<file path="config.mk">
export PLATFORM = sky130hd
export DESIGN_NAME = idu_issue_queue
export DESIGN_NICKNAME = d
export VERILOG_FILES = /design/src/rtl/idu_issue_queue_pkg.sv /design/src/rtl/idu_iq_pair_check.sv /design/src/rtl/idu_issue_queue.sv
export SDC_FILE = /design/constraint.sdc
export NUM_CORES = 1
export LEC_CHECK = 0
export ABC_CLOCK_PERIOD_IN_PS = 22300
export BUFFER_PORTS_ARGS = -buffer_cell sky130_fd_sc_hd__buf_2
export CAP_MARGIN = 20
export CORE_AREA = 4 4 265 267
export CTS_BUF_LIST = sky130_fd_sc_hd__clkbuf_8
export DETAILED_ROUTE_END_ITERATION = 7
export DIE_AREA = 0 0 269 271
export PLACE_DENSITY = 0.91
export SYNTH_ARGS = -nofsm -noshare
export SYNTH_HDL_FRONTEND = slang
export SYNTH_SLANG_ARGS = --single-unit
export TNS_END_PERCENT = 100
</file>
<file path="constraint.sdc">
create_clock -name clk -period 22.3 [get_ports clk]
set_input_delay 6.69 -clock clk [delete_from_list [all_inputs] [get_ports clk]]
set_output_delay 6.69 -clock clk [all_outputs]
set_load 0.01 [all_outputs]
</file>
<file path="src/rtl/idu_issue_queue_pkg.sv">
// Shared decode package: MIPS opcode/funct constants, the pre-decoded
// attribute bundle that travels with every instruction, and small helpers
// used by the instruction issue queue.
package idu_issue_queue_pkg;

    // Primary opcodes (inst[31:26])
    localparam logic [5:0] OP_SPECIAL = 6'h00;
    localparam logic [5:0] OP_REGIMM  = 6'h01;
    localparam logic [5:0] OP_J       = 6'h02;
    localparam logic [5:0] OP_JAL     = 6'h03;
    localparam logic [5:0] OP_BEQ     = 6'h04;
    localparam logic [5:0] OP_BNE     = 6'h05;
    localparam logic [5:0] OP_BLEZ    = 6'h06;
    localparam logic [5:0] OP_BGTZ    = 6'h07;
    localparam logic [5:0] OP_ADDI    = 6'h08;
    localparam logic [5:0] OP_ADDIU   = 6'h09;
    localparam logic [5:0] OP_SLTI    = 6'h0a;
    localparam logic [5:0] OP_SLTIU   = 6'h0b;
    localparam logic [5:0] OP_ANDI    = 6'h0c;
    localparam logic [5:0] OP_ORI     = 6'h0d;
    localparam logic [5:0] OP_XORI    = 6'h0e;
    localparam logic [5:0] OP_LUI     = 6'h0f;
    localparam logic [5:0] OP_COP0    = 6'h10;
    localparam logic [5:0] OP_LB      = 6'h20;
    localparam logic [5:0] OP_LH      = 6'h21;
    localparam logic [5:0] OP_LW      = 6'h23;
    localparam logic [5:0] OP_LBU     = 6'h24;
    localparam logic [5:0] OP_LHU     = 6'h25;
    localparam logic [5:0] OP_SB      = 6'h28;
    localparam logic [5:0] OP_SH      = 6'h29;
    localparam logic [5:0] OP_SW      = 6'h2b;

    // SPECIAL function codes (inst[5:0])
    localparam logic [5:0] FN_SLL     = 6'h00;
    localparam logic [5:0] FN_SRL     = 6'h02;
    localparam logic [5:0] FN_SRA     = 6'h03;
    localparam logic [5:0] FN_SLLV    = 6'h04;
    localparam logic [5:0] FN_SRLV    = 6'h06;
    localparam logic [5:0] FN_SRAV    = 6'h07;
    localparam logic [5:0] FN_JR      = 6'h08;
    localparam logic [5:0] FN_JALR    = 6'h09;
    localparam logic [5:0] FN_SYSCALL = 6'h0c;
    localparam logic [5:0] FN_BREAK   = 6'h0d;
    localparam logic [5:0] FN_MFHI    = 6'h10;
    localparam logic [5:0] FN_MTHI    = 6'h11;
    localparam logic [5:0] FN_MFLO    = 6'h12;
    localparam logic [5:0] FN_MTLO    = 6'h13;
    localparam logic [5:0] FN_MULT    = 6'h18;
    localparam logic [5:0] FN_MULTU   = 6'h19;
    localparam logic [5:0] FN_DIV     = 6'h1a;
    localparam logic [5:0] FN_DIVU    = 6'h1b;
    localparam logic [5:0] FN_ADD     = 6'h20;
    localparam logic [5:0] FN_ADDU    = 6'h21;
    localparam logic [5:0] FN_SUB     = 6'h22;
    localparam logic [5:0] FN_SUBU    = 6'h23;
    localparam logic [5:0] FN_AND     = 6'h24;
    localparam logic [5:0] FN_OR      = 6'h25;
    localparam logic [5:0] FN_XOR     = 6'h26;
    localparam logic [5:0] FN_NOR     = 6'h27;
    localparam logic [5:0] FN_SLT     = 6'h2a;
    localparam logic [5:0] FN_SLTU    = 6'h2b;

    // Attribute bundle width and bit offsets within the packed vector
    localparam int ATTR_W         = 23;
    localparam int ATTR_RS_LSB    = 18;
    localparam int ATTR_RT_LSB    = 13;
    localparam int ATTR_W_ENA_BIT = 12;
    localparam int ATTR_W_DST_LSB = 7;
    localparam int ATTR_BRANCH    = 6;
    localparam int ATTR_LS        = 5;
    localparam int ATTR_HILO      = 4;
    localparam int ATTR_COP0      = 3;
    localparam int ATTR_RI        = 2;

    // Pre-decoded attributes; the two low bits are spare and carried as-is
    typedef struct packed {
        logic [4:0] rs;
        logic [4:0] rt;
        logic       w_ena;
        logic [4:0] w_dst;
        logic       is_branch;
        logic       is_ls;
        logic       is_hilo;
        logic       is_cop0;
        logic       is_ri;
        logic [1:0] rsvd;
    } idu_attr_t;

    // Number of occupied slots in a 2-bit valid vector of legal form
    function automatic logic [1:0] slot_count(input logic [1:0] v);
        logic [1:0] n;
        n = 2'd0;
        if (v[0]) n = n + 2'd1;
        if (v[1]) n = n + 2'd1;
        return n;
    endfunction

    // Folds the illegal "slot 1 without slot 0" pattern to empty
    function automatic logic [1:0] legal_valid(input logic [1:0] v);
        return v[0] ? v : 2'b00;
    endfunction

endpackage

</file>
<file path="src/rtl/idu_iq_pair_check.sv">
// Dual-issue pairing rules for the two oldest queue entries: decides
// whether head+1 may issue alongside head, and whether a branch at the
// head must wait for its delay slot.
module idu_iq_pair_check
    import idu_issue_queue_pkg::*;
(
    input  idu_attr_t a0,
    input  idu_attr_t a1,
    input  logic      cnt_ge2,
    input  logic      dual_issue,
    output logic      pair_ok,
    output logic      hold
);

    logic raw_hazard;
    logic struct_hazard;
    logic serialize;
    logic unused_fields;

    // Hazard terms and the final pairing and branch-hold decisions
    always_comb begin
        raw_hazard    = a0.w_ena && (a0.w_dst != 5'd0) &&
                        ((a1.rs == a0.w_dst) || (a1.rt == a0.w_dst));
        struct_hazard = (a0.is_ls && a1.is_ls) || (a0.is_hilo && a1.is_hilo);
        serialize     = a0.is_cop0 || a0.is_ri || a1.is_cop0 || a1.is_ri;
        pair_ok       = dual_issue && cnt_ge2 && !raw_hazard && !struct_hazard &&
                        !serialize && !a1.is_branch;
        hold          = dual_issue && a0.is_branch && !cnt_ge2;
    end

    assign unused_fields = ^{a0.rs, a0.rt, a0.rsvd, a1.w_ena, a1.w_dst, a1.rsvd};

endmodule

</file>
<file path="src/rtl/idu_issue_queue.sv">
// Circular instruction issue queue between decode and issue: accepts up to
// two instructions per cycle and offers the two oldest to the issue stage,
// pairing them only when the pairing rules allow.
module idu_issue_queue
    import idu_issue_queue_pkg::*;
#(
    parameter int DEPTH      = 8,
    parameter int DUAL_ISSUE = 1
)(
    input  logic                       clk,
    input  logic                       rst_n,
    input  logic                       flush,
    input  logic [1:0]                 in_valid,
    input  logic [63:0]                in_pc,
    input  logic [63:0]                in_inst,
    input  logic [2*ATTR_W-1:0]        in_attr,
    output logic                       in_ready,
    output logic [1:0]                 out_valid,
    output logic [63:0]                out_pc,
    output logic [63:0]                out_inst,
    output logic [2*ATTR_W-1:0]        out_attr,
    input  logic                       out_ready,
    output logic [$clog2(DEPTH):0]     count
);

    localparam int PTR_W = $clog2(DEPTH);
    localparam int CNT_W = PTR_W + 1;
    localparam logic [CNT_W-1:0] READY_LIMIT = CNT_W'(DEPTH - 2);

    // Entry storage (not reset; validity is tracked by head/tail/count)
    logic [31:0] pc_mem   [DEPTH];
    logic [31:0] inst_mem [DEPTH];
    idu_attr_t   attr_mem [DEPTH];

    logic [PTR_W-1:0] head_q, head_d;
    logic [PTR_W-1:0] tail_q, tail_d;
    logic [CNT_W-1:0] count_q, count_d;

    logic [PTR_W-1:0] head_nx;
    logic [PTR_W-1:0] tail_nx;
    logic [1:0]       in_valid_legal;
    logic [1:0]       enq_num;
    logic [1:0]       deq_num;
    logic             enq_fire;
    logic             deq_fire;
    logic             cnt_ge1;
    logic             cnt_ge2;
    logic             pair_ok;
    logic             hold;
    idu_attr_t        head_a0;
    idu_attr_t        head_a1;
    idu_attr_t        in_a0;
    idu_attr_t        in_a1;

    // Pairing decision for the two entries at the head
    idu_iq_pair_check u_pair_check (
        .a0         (head_a0),
        .a1         (head_a1),
        .cnt_ge2    (cnt_ge2),
        .dual_issue (DUAL_ISSUE != 0),
        .pair_ok    (pair_ok),
        .hold       (hold)
    );

    // Head read port, occupancy flags and the issue/enqueue handshakes
    always_comb begin
        head_nx        = head_q + PTR_W'(1);
        tail_nx        = tail_q + PTR_W'(1);
        head_a0        = attr_mem[head_q];
        head_a1        = attr_mem[head_nx];
        in_a0          = in_attr[ATTR_W-1:0];
        in_a1          = in_attr[2*ATTR_W-1:ATTR_W];

        cnt_ge1        = (count_q != '0);
        cnt_ge2        = (count_q >= CNT_W'(2));
        in_ready       = (count_q <= READY_LIMIT);

        out_valid      = 2'b00;
        out_valid[0]   = cnt_ge1 && !flush && !hold;
        out_valid[1]   = out_valid[0] && pair_ok;
        out_pc         = {pc_mem[head_nx],   pc_mem[head_q]};
        out_inst       = {inst_mem[head_nx], inst_mem[head_q]};
        out_attr       = {head_a1, head_a0};
        count          = count_q;

        in_valid_legal = legal_valid(in_valid);
        enq_fire       = in_ready && in_valid_legal[0] && !flush;
        enq_num        = enq_fire ? slot_count(in_valid_legal) : 2'd0;
        deq_fire       = out_ready && out_valid[0];
        deq_num        = deq_fire ? slot_count(out_valid) : 2'd0;
    end

    // Next pointer/occupancy state; a flush empties the queue outright
    always_comb begin
        head_d  = head_q;
        tail_d  = tail_q;
        count_d = count_q;
        if (flush) begin
            head_d  = '0;
            tail_d  = '0;
            count_d = '0;
        end else begin
            head_d  = head_q + PTR_W'(deq_num);
            tail_d  = tail_q + PTR_W'(enq_num);
            count_d = count_q + CNT_W'(enq_num) - CNT_W'(deq_num);
        end
    end

    // Pointer and occupancy registers with synchronous active-low reset
    always_ff @(posedge clk) begin
        if (!rst_n) begin
            head_q  <= '0;
            tail_q  <= '0;
            count_q <= '0;
        end else begin
            head_q  <= head_d;
            tail_q  <= tail_d;
            count_q <= count_d;
        end
    end

    // Entry writes at tail and tail+1; the pair may straddle the wrap
    always_ff @(posedge clk) begin
        if (rst_n && enq_fire) begin
            pc_mem[tail_q]   <= in_pc[31:0];
            inst_mem[tail_q] <= in_inst[31:0];
            attr_mem[tail_q] <= in_a0;
            if (in_valid_legal[1]) begin
                pc_mem[tail_nx]   <= in_pc[63:32];
                inst_mem[tail_nx] <= in_inst[63:32];
                attr_mem[tail_nx] <= in_a1;
            end
        end
    end

endmodule

</file>
* Yosys cells after proc, flatten, opt, wreduce, memory -nomap -nowiden
Memories as Yosys holds them, arrays and structs flattened. A register that Yosys moved wholly into a read port is not among the register bits.
Cells that the tools add are included.
** Operators by class
- Multiplexer cells :: 15
- Order comparisons :: 2
- Equality and inequality tests :: 2
- Bitwise gates (word level) :: 1
- Reduce and logical (&&, ||, !) cells :: 31
- $add $sub $neg :: 8
** Operators with widths (number)
- $logic_and 1x1->1 :: 16
- $eq 5x5->1 :: 2
- $mux 2 :: 5
- $mux 3 :: 3
- $logic_not 1->1 :: 7
- $mux 1 :: 7
- $add 3x1->3 const B :: 2
- $add 3x2->3 :: 2
- $logic_or 1x1->1 :: 5
- $reduce_bool 5->1 :: 1
- $add 2x1->2 const B :: 2
- $add 4x2->4 :: 1
- $ge 4x2->1 const B :: 1
- $le 4x3->1 const B :: 1
- $reduce_bool 4->1 :: 1
- $sub 4x2->4 :: 1
- $reduce_or 2->1 :: 1
- $not 1->1 :: 1
** Storage, ports and cells
- RAM bits :: 696
- Word-level logic and storage cells :: 65
- Memories kept :: 3
- Output and inout port bits :: 181
- Flip-flop bits (word level) :: 10
** Memory list
- inst_mem :: depth 8, width 32, rd ports 2, clocked after memory_dff 1, write ports 2, line idu_issue_queue.sv:32 : logic [31:0] inst_mem [DEPTH];
- pc_mem :: depth 8, width 32, rd ports 2, clocked after memory_dff 1, write ports 2, line idu_issue_queue.sv:31 : logic [31:0] pc_mem [DEPTH];
- attr_mem :: depth 8, width 23, rd ports 2, clocked after memory_dff 1, write ports 2, line idu_issue_queue.sv:33 : idu_attr_t attr_mem [DEPTH];

* Depth between registers and ports, before layout
An unclocked memory read counts as a cell.
- Depth in word-level cells :: 15
- Mapped depth :: 16
- Depth with buffers taken out :: 14

* Modules after synthesis
From an unflattened synthesis, not the netlist that was laid out.
** Unflattened totals
- Cell total of the unflattened synthesis :: 2223
- Area total of the unflattened synthesis :: 40711.5 sq um
** Modules (own cells, without submodules)
- idu_issue_queue :: area each 40548.9 sq um, seq. area each 21100.2 sq um, instances 1, cells each 2198
- idu_iq_pair_check :: area each 162.7 sq um, seq. area each 0.0 sq um, instances 1, cells each 25

* Least setup slack after synthesis
Ideal clock, no wire load.
- Path kind :: input-to-reg
- Start point :: input port flush
- End point :: memory attr_mem[0][0] (netlist bit), enable pin
- Path slack :: 7749 ps
- Data required time :: 21639 ps
- Data arrival time :: 13890 ps
- Setup time :: 661 ps
- Stages :: 4
- Cells stage by stage :: nand2b_1 > a311oi_1 > nand3b_1 > o31ai_1
** RTL lines
- start: declaration :: line idu_issue_queue.sv:12 : input logic flush,
- end: declaration :: line idu_issue_queue.sv:33

* Worst setup path in the final report
- Start point :: input port flush
- End point :: output port out_valid[1]
** Between the ends
- Word-level cells in the longest chain between the ends :: 4
** Ends and longest elaborated chain
- $logic_not 1->1 :: line idu_issue_queue.sv:79 : out_valid[0] = cnt_ge1 && !flush && !hold;
- $logic_and 1x1->1 (2 in series) :: line idu_issue_queue.sv:79
- $logic_and 1x1->1 :: line idu_issue_queue.sv:80 : out_valid[1] = out_valid[0] && pair_ok;
- end: declaration :: line idu_issue_queue.sv:18 : output logic [1:0] out_valid,
No other way between the ends.

==> impl_metrics.toml <==
[timing]
report.final.slew_viol_count = 0
finalHoldViolations = 0
fin_crit_sh = 0.638
min_period_ns = 14.23
tns_ns = 0
relSlewSlack = 0.245
rsz0062_at_grt = "false"
skew_ns = 0.0459
worst_pin_slew_ns = 1.13
hold_slack_ns = 0.679
fmax_mhz = 70.3
finalSetupViolCount = 0

[clocking]
ctsHoldBuffers = 0
clk_pin_slew_worst_paths_ns = 0.06
cts_setup_buffers = 0
clock_insertion_delay_worst_skew_ns = 0.75
cts_buffers = 117
htree_levels = 3
cts_resized = 0
clock_path_buffers = 3
cts.sinks = 706
cts-root-buf = "clkbuf_8"
tritoncts = "yes"

[floorplanning]
core_area_um2 = 68100
ios = 361
dieHeight_um = 271
die_area_um2 = 72900
die_width_um = 269
start_util = 0.593
rows = 96

[global_route]
grt_util_all_layers = 0.303
grt_pass1_wl_um = 164000
grt_pass1_vias = 26200
antenna_found_initial = 40
grt_max_degree = 142
grt_overflow = 0

[yosys]
yosysTopAreaCell = "edfxtp_1"
synth_edf_count = 696
synth-async-reset-ratio = 0
synth.area.top_cells = "edfxtp_1 52%, mux2_2 24%, mux4_2 18%"
netlist_instances = 2230
ys_types = 47
synth-seq-area-share = 0.522
synth_top_area_share = 0.517
synthFlopType = "edfxtp_1"
ys.warnings.count = 0
ys_ff_latch = 706
avgSynthCellArea_um2 = 18.1
synth_nets = 2424
synth_area_um2 = 40400

[worst_setup_path]
criticalPathCategory = "primary input to output port"
cp-start-kind = "primary input"
crit_fanout = 4
crit_chain = "buf_2, o21ba_2, inv_1, nor4_1, buf_2"
worstPathRequired_ns = 15.61
crit_path_end_kind = "output port"
cp_common_cell = "buf_2"
arrival_ns = 7.54
worst_path_max_delay_cell = "nor4_1"
max_stage_delay_ns = 0.26

[detailed_routing]
first_iter_violations = 2468
route.detailed.drc = 0
via_per_inst = 6.93
drt_first_pass_iters = 7
vias = 24900
postRouteAntennaNets = 0
wl_um = 112000
wl_per_cell_um = 31.1

[layout]
areaGrowthSynthToFinish_pct = 12.5
drive_above_1_share = 0.658
nets = 2773
stdcell_count = 3593
stdcell_area_um2 = 45400

[place]
hpwl_um = 63700
port_buffers = 360
dpl_cell_area_um2 = 43100
gp_congestion = 0.810
dpl.cell_count = 3341

[hold_path]
hold_class = "flip-flop to flip-flop"

[power]
p_leak_uw = 0.0150
p_total_uw = 2870
p_per_area_nw_per_um2 = 63.1
ir_drop_uv = 48.0

[status]
status = "finished, final reports clean"

[flow_run]
drv_cap = 0
==> state kept, by name, indices dropped and copies added (netlist names) <==
name      cells
inst_mem    256
pc_mem      256
attr_mem    184
count         4
head_q        3
tail_q        3
==> cells in the final DEF, fill, tap and decap left out, types with 4 or more instances in the layout <==
master	instances
mux2_2	861
edfxtp_1	696
buf_2	360
mux4_2	330
clkbuf_8	123
inv_1	59
buf_4	40
diode_2	33
clkinv_1	32
mux2i_1	15
mux4_1	13
clkinv_2	13
nor2_1	10
nand2b_1	9
ha_1	9
xnor2_1	8
nand2_1	8
dfxtp_1	7
nand3_1	5
and2_1	5
bufinv_16	5
o22a_1	4
nor4_1	4
o21ai_4	4
fa_1	4
==> logic make-up after synthesis <==
group           Yosys count  synth area share
fa+ha+maj                14           0.00508
buf+inv                 193            0.0203
mux                    1220             0.437
compound gates           27           0.00499
simple gates             58           0.00787
flops                   706             0.522
xor+xnor                 12           0.00260
==> routing by layer <==
| metal | wire [um] | track usage | part of all wire |
|---|---|---|---|
| met1 | 39800 | 0.381 | 0.36 |
| met2 | 55700 | 0.502 | 0.50 |
| met3 | 12700 | 0.0894 | 0.11 |
| met4 | 3550 | 0.114 | 0.032 |
| met5 | 181 | 0 | 0.0016 |
==> metrics by stage <==
step | worst slack, ns | utilization
4_1_cts | 8.07 | 0.665
3_5_place_dp | 8.07 | 0.633
5_1_grt | 8.02 | 0.667
6_report | 8.07 | 0.667
2_1_floorplan | 7.75 | -
3_3_place_gp | 8.06 | 0.633
==> worst paths after layout <==
path / startpoint / to / slack [ns] / cells past startpoint
setup / recovery: flush / out_valid[1] / 8.07 / 5
hold / removal: count[0] / count[0] / 0.68 / 2
setup reg to reg: head_q[1] / count[3] / 16.33 / 14
hold reg to reg: count[0] / count[0] / 0.68 / 2
==> where the power goes <==
part           internal (uW)  switching (uW)  leakage [uW]
Combinational            139             136       0.00733
Sequential              1470            7.81       0.00636
Clock                    569             540       0.00128
==> synthesized netlist by cell type (all sizes together), types with 3 or more instances <==
cell,n
a21o,3
a21oi,3
and2,5
and3,5
buf,93
clkbuf,80
dfxtp,10
edfxtp,696
fa,4
ha,10
inv,20
mux2,861
mux2i,16
mux4,343
nand2,10
nand2b,9
nand3,7
nor2,10
nor4,4
o21ai,5
o22a,4
xnor2,8
xor2,4
==> critical path: cells and delay by family <==
kind,cells,cell delay (ns)
and+or+nand+nor,1,0.26
AOI/OAI and AO/OA,1,0.25
buffers and inverters,3,0.33
==> area by class of cell <==
type	instances	area, um2
Clock buffer	123	1690
Fill cell	4430	22700
Timing Repair Buffer	403	2170
Inverter	20	75.1
Tap cell	882	1100
Antenna cell	33	82.6
Multi-Input combinational cell	1331	18600
Clock inverter	95	543
Sequential cell	706	21100
Note: power is estimated with default switching activity, not from simulation.
